<file path="src/rtl/sccb_write_master.sv">
// sccb_write_master: SCCB 3-phase write initiator (ID byte, sub-address, data) driving SIOC/SIOD.
// Ports:
//   clk       in   system clock
//   reset_n   in   asynchronous active-low reset
//   tick      in   1-cycle timing strobe from the SCCB clock generator
//   start     in   request one write, accepted only when idle
//   dev_addr  in   [7:0] ID byte, latched on accept
//   reg_addr  in   [7:0] sub-address, latched on accept
//   wr_data   in   [7:0] write data, latched on accept
//   busy      out  high from the cycle after accept until done pulses
//   done      out  1-cycle pulse at end of transaction
//   ack_err   out  sticky X-bit check result, valid with done
//   sioc      out  SCCB clock (push-pull)
//   siod_oe   out  1 = pull SIOD low, 0 = release
//   siod_in   in   sampled SIOD pad value
// Option: define SCCB_ACK_CHECK_EN to sample SIOD on each X bit and flag a high level in ack_err.
module sccb_write_master #(
    parameter int TICKS_PER_QUARTER = 1
) (
    input  logic       clk,
    input  logic       reset_n,
    input  logic       tick,
    input  logic       start,
    input  logic [7:0] dev_addr,
    input  logic [7:0] reg_addr,
    input  logic [7:0] wr_data,
    output logic       busy,
    output logic       done,
    output logic       ack_err,
    output logic       sioc,
    output logic       siod_oe,
    input  logic       siod_in
);
    typedef enum logic [2:0] {IDLE, START, BIT, STOP, DONE} state_t;
    state_t      state, state_d;
    logic [7:0]  div;
    logic [1:0]  qc;
    logic [3:0]  bitc;
    logic [1:0]  bytec;
    logic [23:0] sh;
    logic        active, accept, q_stb, last_q, x_bit;
    logic        sioc_d, oe_d;
    assign active = state inside {START, BIT, STOP};
    assign accept = state == IDLE && start;
    assign q_stb  = active && tick && div == 8'(TICKS_PER_QUARTER - 1);
    assign last_q = q_stb && qc == 2'd3;
    assign x_bit  = bitc == 4'd8;
    always_ff @(posedge clk or negedge reset_n)
        if (!reset_n) state <= IDLE;
        else state <= state_d;
    always_comb begin
        state_d = state;
        case (state)
            IDLE:    state_d = start ? START : IDLE;
            START:   state_d = last_q ? BIT : START;
            BIT:     state_d = (last_q && x_bit && bytec == 2'd2) ? STOP : BIT;
            STOP:    state_d = last_q ? DONE : STOP;
            default: state_d = IDLE;
        endcase
    end
    // Bits shift out of sh[23]; the X bit leaves the shifter untouched.
    always_ff @(posedge clk or negedge reset_n) begin
        if (!reset_n) begin
            div   <= '0;
            qc    <= '0;
            bitc  <= '0;
            bytec <= '0;
            sh    <= '0;
        end else if (accept) begin
            div   <= '0;
            qc    <= '0;
            bitc  <= '0;
            bytec <= '0;
            sh    <= {dev_addr, reg_addr, wr_data};
        end else if (active && tick) begin
            div <= q_stb ? 8'd0 : div + 8'd1;
            if (q_stb) qc <= qc + 2'd1;
            if (state == BIT && last_q) begin
                bitc <= x_bit ? 4'd0 : bitc + 4'd1;
                if (x_bit && bytec != 2'd2) bytec <= bytec + 2'd1;
                if (!x_bit) sh <= {sh[22:0], 1'b0};
            end
        end
    end
    // SIOD only moves together with or after SIOC falls, except the START/STOP edges.
    always_comb begin
        sioc_d = sioc;
        oe_d   = siod_oe;
        if (q_stb) begin
            case (state)
                START: begin
                    oe_d   = qc == 2'd0 ? 1'b1 : siod_oe;
                    sioc_d = qc == 2'd2 ? 1'b0 : sioc;
                end
                BIT: begin
                    oe_d   = qc == 2'd0 ? (!x_bit && !sh[23]) : siod_oe;
                    sioc_d = qc == 2'd0 ? 1'b0 : qc == 2'd2 ? 1'b1 : sioc;
                end
                STOP: begin
                    oe_d   = qc == 2'd0 ? 1'b1 : qc == 2'd2 ? 1'b0 : siod_oe;
                    sioc_d = qc == 2'd0 ? 1'b0 : qc == 2'd1 ? 1'b1 : sioc;
                end
                default: ;
            endcase
        end
    end
    always_ff @(posedge clk or negedge reset_n) begin
        if (!reset_n) begin
            busy    <= 1'b0;
            done    <= 1'b0;
            sioc    <= 1'b1;
            siod_oe <= 1'b0;
        end else begin
            busy    <= state_d inside {START, BIT, STOP};
            done    <= state_d == DONE;
            sioc    <= sioc_d;
            siod_oe <= oe_d;
        end
    end
`ifdef SCCB_ACK_CHECK_EN
    always_ff @(posedge clk or negedge reset_n)
        if (!reset_n) ack_err <= 1'b0;
        else if (accept) ack_err <= 1'b0;
        else if (state == BIT && last_q && x_bit && siod_in) ack_err <= 1'b1;
`else
    logic unused_siod_in;
    assign unused_siod_in = siod_in;
    assign ack_err = 1'b0;
`endif
endmodule
</file>
<file path="config.mk">
export PLATFORM = sky130hd
export DESIGN_NAME = sccb_write_master
export DESIGN_NICKNAME = d
export VERILOG_FILES = /design/src/rtl/sccb_write_master.sv
export SDC_FILE = /design/constraint.sdc
export NUM_CORES = 1
export LEC_CHECK = 0
export ABC_AREA = 1
export CAP_MARGIN = 20
export CORE_AREA = 2 2 82 84
export DETAILED_ROUTE_END_ITERATION = 16
export DIE_AREA = 0 0 84 86
export PLACE_DENSITY = 0.71
export SLEW_MARGIN = 20
export SYNTH_ARGS = -nofsm -noshare
export SYNTH_HDL_FRONTEND = slang
export SYNTH_SLANG_ARGS = --single-unit
export TNS_END_PERCENT = 30
</file>
<file path="constraint.sdc">
create_clock -name clk -period 1.8 [get_ports clk]
set_input_delay 0.27 -clock clk [delete_from_list [all_inputs] [get_ports clk]]
set_output_delay 0.27 -clock clk [all_outputs]
set_load 0.02 [all_outputs]
</file>
==> results of run 1 <==
-- power by group --
group          internal (uW)  total (uW)  switching, uW
registers               1170        1290            117
logic                    231         519            288
clock network            273         622            348
-- repair_timing --
action,in CTS,in global routing
endpoints found under the setup margin,0,30
hold endpoints to repair,18,0
hold buffers,1,0
resized for setup,0,4
-- logic make-up (layout without fill, tap and decap cells) --
logic type               Yosys count  after routing  synth area share
AO/OA/AOI/OAI                     18             18            0.0350
XOR/XNOR                           4              4            0.0132
adder cells (fa/ha/maj)            9              9            0.0425
buffers and inverters             43             90            0.0737
flip-flops                        47             47             0.445
other                              1              1           0.00142
AND/OR/NAND/NOR                  236            236             0.389
-- routing by layer --
metal / global-route usage / share of wire / up-vias
met5: 0 / 0 / -
met3: 0.0385 / 0.044 / 6
li1: - / - / 1208
met4: 0.0323 / 0.0073 / 0
met2: 0.261 / 0.48 / 47
met1: 0.202 / 0.47 / 1051
-- sequential cells by signal (all words and copies together), names as in the netlist --
name     cells
busy         1
qc           2
state        3
bytec        2
div          8
sh          24
siod_oe      1
sioc         1
done         1
bitc         4
-- placed cells by master, fill, tap and decap left out, drive strengths merged --
cell type	instances
dfstp	1
inv	31
o21ai	12
clkbuf	7
xnor2	2
xor2	2
nor3	9
nand3	40
a21oi	5
nand2	159
buf	20
conb	1
dlygate4sd3	1
dfrtp	46
o211ai	1
nor2	25
ha	9
nand4	3
clkdlybuf4s50	30
clkinv	1
-- cell usage after synthesis --
cell | number | area share
a21oi_1 | 5 | 0.0095
buf_1 | 1 | 0.0014
buf_2 | 6 | 0.011
buf_4 | 3 | 0.0085
buf_6 | 2 | 0.0085
conb_1 | 1 | 0.0014
dfrtp_1 | 46 | 0.43
dfstp_2 | 1 | 0.0099
ha_1 | 9 | 0.043
inv_1 | 26 | 0.037
inv_2 | 5 | 0.0071
nand2_1 | 156 | 0.22
nand2_2 | 1 | 0.0024
nand2_4 | 2 | 0.0085
nand3_1 | 39 | 0.074
nand3_4 | 1 | 0.0066
nand4_1 | 2 | 0.0047
nand4_4 | 1 | 0.0080
nor2_1 | 21 | 0.030
nor2_2 | 2 | 0.0047
nor2_4 | 2 | 0.0085
nor3_1 | 8 | 0.015
nor3_4 | 1 | 0.0061
o211ai_1 | 1 | 0.0028
o21ai_0 | 8 | 0.015
o21ai_1 | 4 | 0.0076
xnor2_1 | 2 | 0.0066
xor2_1 | 2 | 0.0066
-- final timing paths --
kind	start	slack (ns)	end
worst max-delay path	sioc$_DFFE_PN1P_	0.11	sioc
worst min-delay path	reset_n	0.45	div[0]$_DFFE_PN0P_
worst max register to register	div[0]$_DFFE_PN0P_	0.16	sh[14]$_DFFE_PN0P_
worst min register to register	sh[20]$_DFFE_PN0P_	0.48	sh[20]$_DFFE_PN0P_
max in group asynchronous	reset_n	0.74	sh[21]$_DFFE_PN0P_
min in group clk	sh[20]$_DFFE_PN0P_	0.48	sh[20]$_DFFE_PN0P_
-- per-stage QoR --
stage | util | TNS, ns
final | 0.517 | 0
after detailed placement | 0.500 | -1.69
after CTS | 0.514 | 0
after global routing | 0.517 | 0
after floorplan | - | 0
after global placement | 0.500 | -1.11
-- layout make-up --
class,count,area share
Clock buffer,7,0.0235
Clock inverter,1,0.00154
Inverter,31,0.0359
Multi-Input combinational cell,268,0.398
Sequential cell,47,0.363
Tap cell,77,0.0297
Timing Repair Buffer,51,0.149
-- worst register-to-register path, cell delays in order (launching register included) --
cell	delay (ns)
dfrtp_1	0.43
inv_1	0.07
ha_1	0.18
nand2_1	0.07
nor2_2	0.18
nand4_4	0.12
nand2_4	0.18
nand2_8	0.15
nand2_1	0.10
nand2_1	0.05
==> results.toml, run 1 <==
[layout]
stdcell_area_um2 = 3250
area_delta_synth_final_pct = 22.6
n_antenna_cell = 0
fin_cells = 482
layout-drive-gt1-share = 0.111
fillers = 631
final-seq-area_um2 = 1180
multiInputGateArea_um2 = 1290
nets = 442

[route]
routed_wl_um = 5330
routedWlPerCell_um = 11.0
ant_nets = 0
drt_iter0_drc = 107
dr.pass1.iters = 4
vias = 2312
via_per_inst = 4.80
drc = 0

[clock_network]
clk-insertion-delay-late_ns = 0.30
cts_buffers = 5
post-cts-setup-buffer-count = 0
clkSlewWorstSetupHoldPaths_ns = 0.09
htreeDepth = 2
cts.sink_count = 47
cts-root-buf = "clkbuf_8"
cts_tree = "yes"
clockBufferDepth = 2

[global_routing]
grt_usage = 0.154
grt_pass1_vias = 2095
grt_pass1_wl_um = 9200
overflow = 0
grt_antenna_before_repair = 0
grt_max_degree = 25

[critical_path]
reg2regPathDepth = 9
cp.arrival_ns = 1.42
critPathMaxFanout = 2
endpoint_kind = "output port"
critical_path.top_delay_family = "buffers and inverters"
cp.required_ns = 1.53
cp-start-kind = "register"
path_buf_inv = 1
critPathKind = "reg2out"
crit_slowest_cell = "clkdlybuf4s50_1"
max_stage_delay_ns = 0.59
cp_cell_sequence = "clkdlybuf4s50_1"
cp.depth = 1

[die]
core_um2 = 6280
die_area_um2 = 7220
die_h_um = 86
rows = 29
pin_count = 34
die_width_um = 84
initial_core_util = 0.422

[timing]
setup_viol = 0
min_period_ns = 1.69
rsz0062_at_grt = "false"
hold_viol_final = 0
fin_ws_ns = 0.107
period_share = 0.941
finalClockSkew_ns = 0.00678
hold_ws_ns = 0.452
drv_slew = 0
max_freq_ghz = 0.591

[synth]
synth.distinct_cells = 28
syn_inst = 358
syn-mean-instance-area_um2 = 7.40
synth_seq_area_share = 0.445
synthesis.area_um2 = 2650
ys_seq_elements = 47
synth_fp_nets = 396
ys_warn_count = 0

[power]
max-vdd-ir-drop_uv = 522
power_uw = 2430
pwr_density_cell_nw_per_um2 = 748
p_leak_uw = 0.00174

[place]
dp.cells = 473
dp_hpwl_um = 3910
io_buffers = 31
place_area_um2 = 3140
dp_worst_setup_slack_ns = -0.0860
gp_congestion = 0.823

[run_status]
status = "complete, no violations"

[flow_run]
max_cap_violations = 0

[worst_hold_path]
hold_path_class = "in2async"
Power figures use the tool's default switching activity.
==> inputs of run 2 (changes only) <==
--- a/config.mk
+++ b/config.mk
@@ -5,9 +5,9 @@
 export SDC_FILE = /design/constraint.sdc
 export NUM_CORES = 1
 export LEC_CHECK = 0
-export ABC_AREA = 1
 export CAP_MARGIN = 20
 export CORE_AREA = 2 2 82 84
+export CTS_BUF_LIST = sky130_fd_sc_hd__clkbuf_4 sky130_fd_sc_hd__clkbuf_8
 export DETAILED_ROUTE_END_ITERATION = 16
 export DIE_AREA = 0 0 84 86
 export PLACE_DENSITY = 0.71
==> run 2 against run 1 <==
The run now ends with negative setup slack left; synthesized cell count is 18% lower; global-route usage is 3.4 points higher; highest routed layer unchanged; via count is 8.8% higher; die area stayed put; largest cell class unchanged.
==> results.toml, run 2 <==
[run_status]
status = "finished, violations left"
violations = "negative setup slack"

[layout]
layout_common_cells = "46 x dfrtp_1, 40 x buf_4, 30 x clkdlybuf4s50_1"
n_antenna_cell = 0
layout_commonest_cell = "dfrtp_1"
largest-register = "sh"
layout-drive-gt1-share = 0.243
nets = 382
top_regs = "sh x24, div x8, bitc x4"
stdcell_area_um2 = 3530
largest_reg_flops = 24
area_delta_synth_final_pct = 34.0

[route]
drc = 0
ant_nets = 0
routed_wl_um = 6560
drt_iter0_drc = 192
via_per_inst = 5.96
routedWlPerCell_um = 15.6
vias = 2515
dr.pass1.iters = 4

[place]
io_buffers = 31
gp_congestion = 0.791
dp_hpwl_um = 4350
place_area_um2 = 3270

[synth]
synth_seq_area_share = 0.447
ys_warn_count = 0
ys_seq_elements = 47
ys.flop_type = "dfrtp_1"
yosysTopAreaCellShare = 0.437
synth_fp_nets = 330
synthTopCellsByArea = "dfrtp_1 44%, o31ai_1 8.6%, nand4_1 6.4%"
ys_top_cells_by_count = "46 x dfrtp_1, 30 x o31ai_1, 28 x nor2_1"
yosysTopAreaCell = "dfrtp_1"
synth_edf_count = 0
syn_inst = 292
syn-mean-instance-area_um2 = 9.02
synth.most_common_cell = "dfrtp_1"
async_flop_share = 1.00
synthesis.area_um2 = 2630
synth.distinct_cells = 40

[critical_path]
critPathMaxFanout = 6
max_stage_delay_ns = 0.53
critPathKind = "reg2reg"
cp-start-kind = "register"
cp.required_ns = 2.02
cp.arrival_ns = 2.41
endpoint_kind = "register"
r2r_end = "bytec[1]$_DFFE_PN0P_"
rrSetupSlack_ns = -0.39
r2r-start = "div[0]$_DFFE_PN0P_"
cp_cell_sequence = "inv_2 > ha_1 > or4b_4 > or3_4 > or4_1 > a21oi_1"
crit_slowest_cell = "or4_1"
reg2regPathDepth = 6

[global_routing]
overflow = 0
grt_usage = 0.189
grt_antenna_before_repair = 0
grt_pass1_wl_um = 11300
grt_pass1_vias = 2440
grt_max_degree = 48

[die]
core_um2 = 6280
rows = 29
die_h_um = 86
die_width_um = 84
die_area_um2 = 7220
pin_count = 34
initial_core_util = 0.419

[clock_network]
htreeDepth = 2
cts_tree = "yes"
cts.sink_count = 47
clk-insertion-delay-late_ns = 0.30
clockBufferDepth = 2
cts_buffers = 5
cts-root-buf = "clkbuf_8"
clkSlewWorstSetupHoldPaths_ns = 0.08
cts_hold_buffers = 0

[power]
p_leak_uw = 0.00142
max-vdd-ir-drop_uv = 893
power_uw = 4490
pwr_density_cell_nw_per_um2 = 1270

[timing]
fin_ws_ns = -0.391
tightestPinTransition_ns = 0.604
period_share = 1.22
setup_viol = 46
drv_slew = 0
max_freq_ghz = 0.456
finalClockSkew_ns = 0.00676
rsz0062_at_grt = "true"
min_period_ns = 2.19
maxSlewHeadroom = 0.597
hold_viol_final = 0

[flow_run]
max_cap_violations = 0

[worst_hold_path]
hold_path_class = "in2async"
==> run 2: layout make-up <==
cell class | instances | area (um2)
multi-input combinational | 206 | 1460
fill | 546 | 2750
sequential | 47 | 1180
clock buffer | 8 | 91.3
timing repair buffer | 74 | 666
inverter | 10 | 37.5
tap | 77 | 96.3
==> run 2: worst max-delay path by stage <==
stage / start / end / depth (start not counted)
final: div[0]$_DFFE_PN0P_ / bytec[1]$_DFFE_PN0P_ / 6
after global routing: div[0]$_DFFE_PN0P_ / bytec[0]$_DFFE_PN0P_ / 6
after CTS: div[1]$_DFFE_PN0P_ / bytec[0]$_DFFE_PN0P_ / 6
after detailed placement: div[0]$_DFFE_PN0P_ / bytec[0]$_DFFE_PN0P_ / 6
after global placement: div[0]$_DFFE_PN0P_ / bitc[3]$_DFFE_PN0P_ / 6
after floorplan: div[0]$_DFFE_PN0P_ / bitc[3]$_DFFE_PN0P_ / 7
==> run 2: repair_timing <==
| action | CTS | global route |
|---|---|---|
| endpoints found under the setup margin | 46 | 46 |
| gates resized for setup | 19 | 14 |
| setup buffers | 1 | 1 |
| pin swaps | 10 | 6 |
==> run 2: cells by family (layout without fill, tap and decap cells) <==
group / Yosys count / after routing / share of synthesized area
AND/OR/NAND/NOR: 110 / 110 / 0.234
AO/OA/AOI/OAI: 83 / 83 / 0.206
flip-flops: 47 / 47 / 0.447
buffers and inverters: 39 / 92 / 0.0570
adder cells (fa/ha/maj): 9 / 9 / 0.0428
multiplexers: 2 / 2 / 0.00808
other: 1 / 1 / 0.00142
XOR/XNOR: 1 / 1 / 0.00333
==> run 2: stage by stage <==
| stage | worst slack [ns] | util | setup TNS [ns] | std cells | hold slack, ns |
|---|---|---|---|---|---|
| after floorplan | -0.437 | - | -14.56 | 292 | -0.0256 |
| after global placement | -0.359 | 0.521 | -12.63 | 412 | 0.401 |
| after detailed placement | -0.419 | 0.521 | -15.06 | 412 | 0.409 |
| after CTS | -0.367 | 0.550 | -9.45 | 421 | 0.0806 |
| after global routing | -0.453 | 0.562 | -13.61 | 422 | 0.116 |
| final | -0.391 | 0.562 | -9.70 | 422 | 0.0603 |
==> run 2: metal layers <==
layer	vias to the layer above	GRT usage	part of all wire
li1	1208	-	-
met3	6	0.0356	0.042
met5	-	0	0
met1	1236	0.253	0.46
met4	0	0.0718	0.012
met2	65	0.305	0.49
==> run 2: critical path: cells and delay by family, from the launching register on <==
kind                     cells  cell delay [ns]
buffers and inverters        1             0.06
AO/OA/AOI/OAI                1             0.16
flip-flops                   1             0.40
AND/OR/NAND/NOR              3             1.36
adder cells (fa/ha/maj)      1             0.13
==> run 2: report_power, final <==
group / total, uW / internal (uW) / switching (uW)
Combinational: 2060 / 1010 / 1040
Clock: 667 / 322 / 345
Sequential: 1770 / 1460 / 305
Total: 4490 / 2800 / 1690
==> RTL edit, RTL diff (config.mk and constraints of run 2) <==
The option `SCCB_ACK_CHECK_EN` is turned on by a define.
--- a/src/rtl/sccb_write_master.sv
+++ b/src/rtl/sccb_write_master.sv
@@ -15,4 +15,6 @@
 //   siod_in   in   sampled SIOD pad value
 // Option: define SCCB_ACK_CHECK_EN to sample SIOD on each X bit and flag a high level in ack_err.
+`define SCCB_ACK_CHECK_EN
+
 module sccb_write_master #(
     parameter int TICKS_PER_QUARTER = 1
Function: no difference found for any inputs over 10 cycles, from zero or initial values and one cycle with reset_n low; that may be too few to reach the edited logic, so the function may still have changed.
==> RTL edit against run 2 <==
- the flow still finishes with violations (negative setup slack)
- total power up 7.6%
- largest power group unchanged
- design area decreased by 1.5%
- critical endpoint is now bitc[3]
- count of clock-buffer cells in the layout did not move
- area after synthesis up 0.38%
- routed wire length is 0.43% lower
- final cell count fell by 0.24%
- worst setup slack got worse by 100 ps
- sequential cell count is 1 higher
==> RTL edit: results (changes against run 2) <==
seq pwr=0.00177 W (about the same); clock latency at the later pin of the worst-skew pair=300 ps (about the same); cts bufs inserted=5 (unchanged); post-synthesis compound-gate area fraction=17.2% (-3.3 points); register area share after synthesis=45.5% (+0.78 points); Total Nets Final=381 (-0.26%); global-route wire length before repair=10.7 mm (-5.5%); GRT Resource Usage Total=17.9% (-0.94 points); failing checks=negative setup slack; initial antenna violation count=0 (unchanged); drt pass-1 iters=6 (+2); Clock Skews=5.63 ps (-1.13 ps); XOR/XNOR Fraction of Synth Area=1.99% (+1.7 points); PortBufs=33 (+6.5%); mux cell area share after synthesis=1.89% (+1.1 points); GPL Wtd Cong=0.850 (+7.4%); ys async rst share=100% (unchanged); Hold Slack=464 ps (+404 ps); DR WL/cell=15.5 um (-0.19%); status=finished with violations; Worst Setup SP=div[0]; CP max stage delay=560 ps (+30 ps); Final WS setup=-491 ps (-100 ps); htree depth=2 (unchanged); Reg2Reg Depth=7 (+1); Largest regs=sh (24), div (8), bitc (4); Reg2Reg Capture Point=bitc[3]; setup TNS=-16250 ps (-6550 ps); synth cell count leaders=dfrtp_1, nor2_1, a31oi_1; Post-DP HPWL=4.14 mm (-4.9%); Cells after Synth=294 (+0.68%); Max VDD drop=0.723 mV (-19%); # setup viols final=45 (-2.2%); P_clk=0.000709 W (+6.3%); Internal=0.00287 W (+2.5%); r2r setup slk=-490 ps (-100 ps); drt via density=5.88 (-1.3%); via count of the first global-routing pass=2313 (-5.2%); n_diodes=0 (unchanged); Max transition margin=66.7% (+7.0 points); crit path kind=reg2reg; Distinct cells, synth=34 (-15%); CP arrival=2520 ps (+110 ps); Clock Path Buffers=2 (unchanged); DP Area=3260 sq um (-0.31%); Synth Area in Adders=4.26% (-0.016 points); non-filler instance count after layout=421 (-0.24%); Final Power=0.00483 W (+7.6%); share of cells above drive strength 1=20.1% (-4.3 points); Slowest-stage cell, CP=or4_4; placed cells=410 (-0.49%); ranking of synthesized cells by area=dfrtp_1, o31ai_1, a31oi_1; Clk pin slew, worst setup/hold paths=around 90 ps; DR iter-0 viols=137 (-29%); CP Max Fanout=4 (-2); syn nets=332 (+0.61%); Static Leak=1.41 nW (-0.97%); largest net degree at the start of global routing=38 (-21%)
[RTL edit: cell types whose count changed after synthesis, sizes merged, moves of 3 or more]
cell    change
nor2        +8
a21oi       -6
nand2       +6
o31ai       -6
xnor2       +6
a31oi       +5
clkbuf      -5
mux2i       +4
nor3        +4
and4        -3
or3         -3
[RTL edit: what timing repair did]
item | CTS | global route
setup buffers | 0 | 2
endpoints found under the hold margin | 18 | 0
gates resized for setup | 5 | 18
pin swaps | 8 | 1
hold buffers | 1 | 0
endpoints found under the setup margin | 46 | 47
[RTL edit: layout make-up]
type | count | area [sq um]
fillers | 577 | 2800
clock buffers | 8 | 97.6
repair buffers | 68 | 636
well taps | 77 | 96.3
flip-flops and latches | 48 | 1200
inverters | 11 | 41.3
multi-input cells | 209 | 1400
[RTL edit: routing by layer]
layer / global-route usage (%) / part of all wire, % / wire (um)
met1: 25.7 / 46 / 3020
met2: 28.5 / 48 / 3150
met3: 3.27 / 5.1 / 335
met4: 4.11 / 0.50 / 33
met5: 0 / 0 / 0
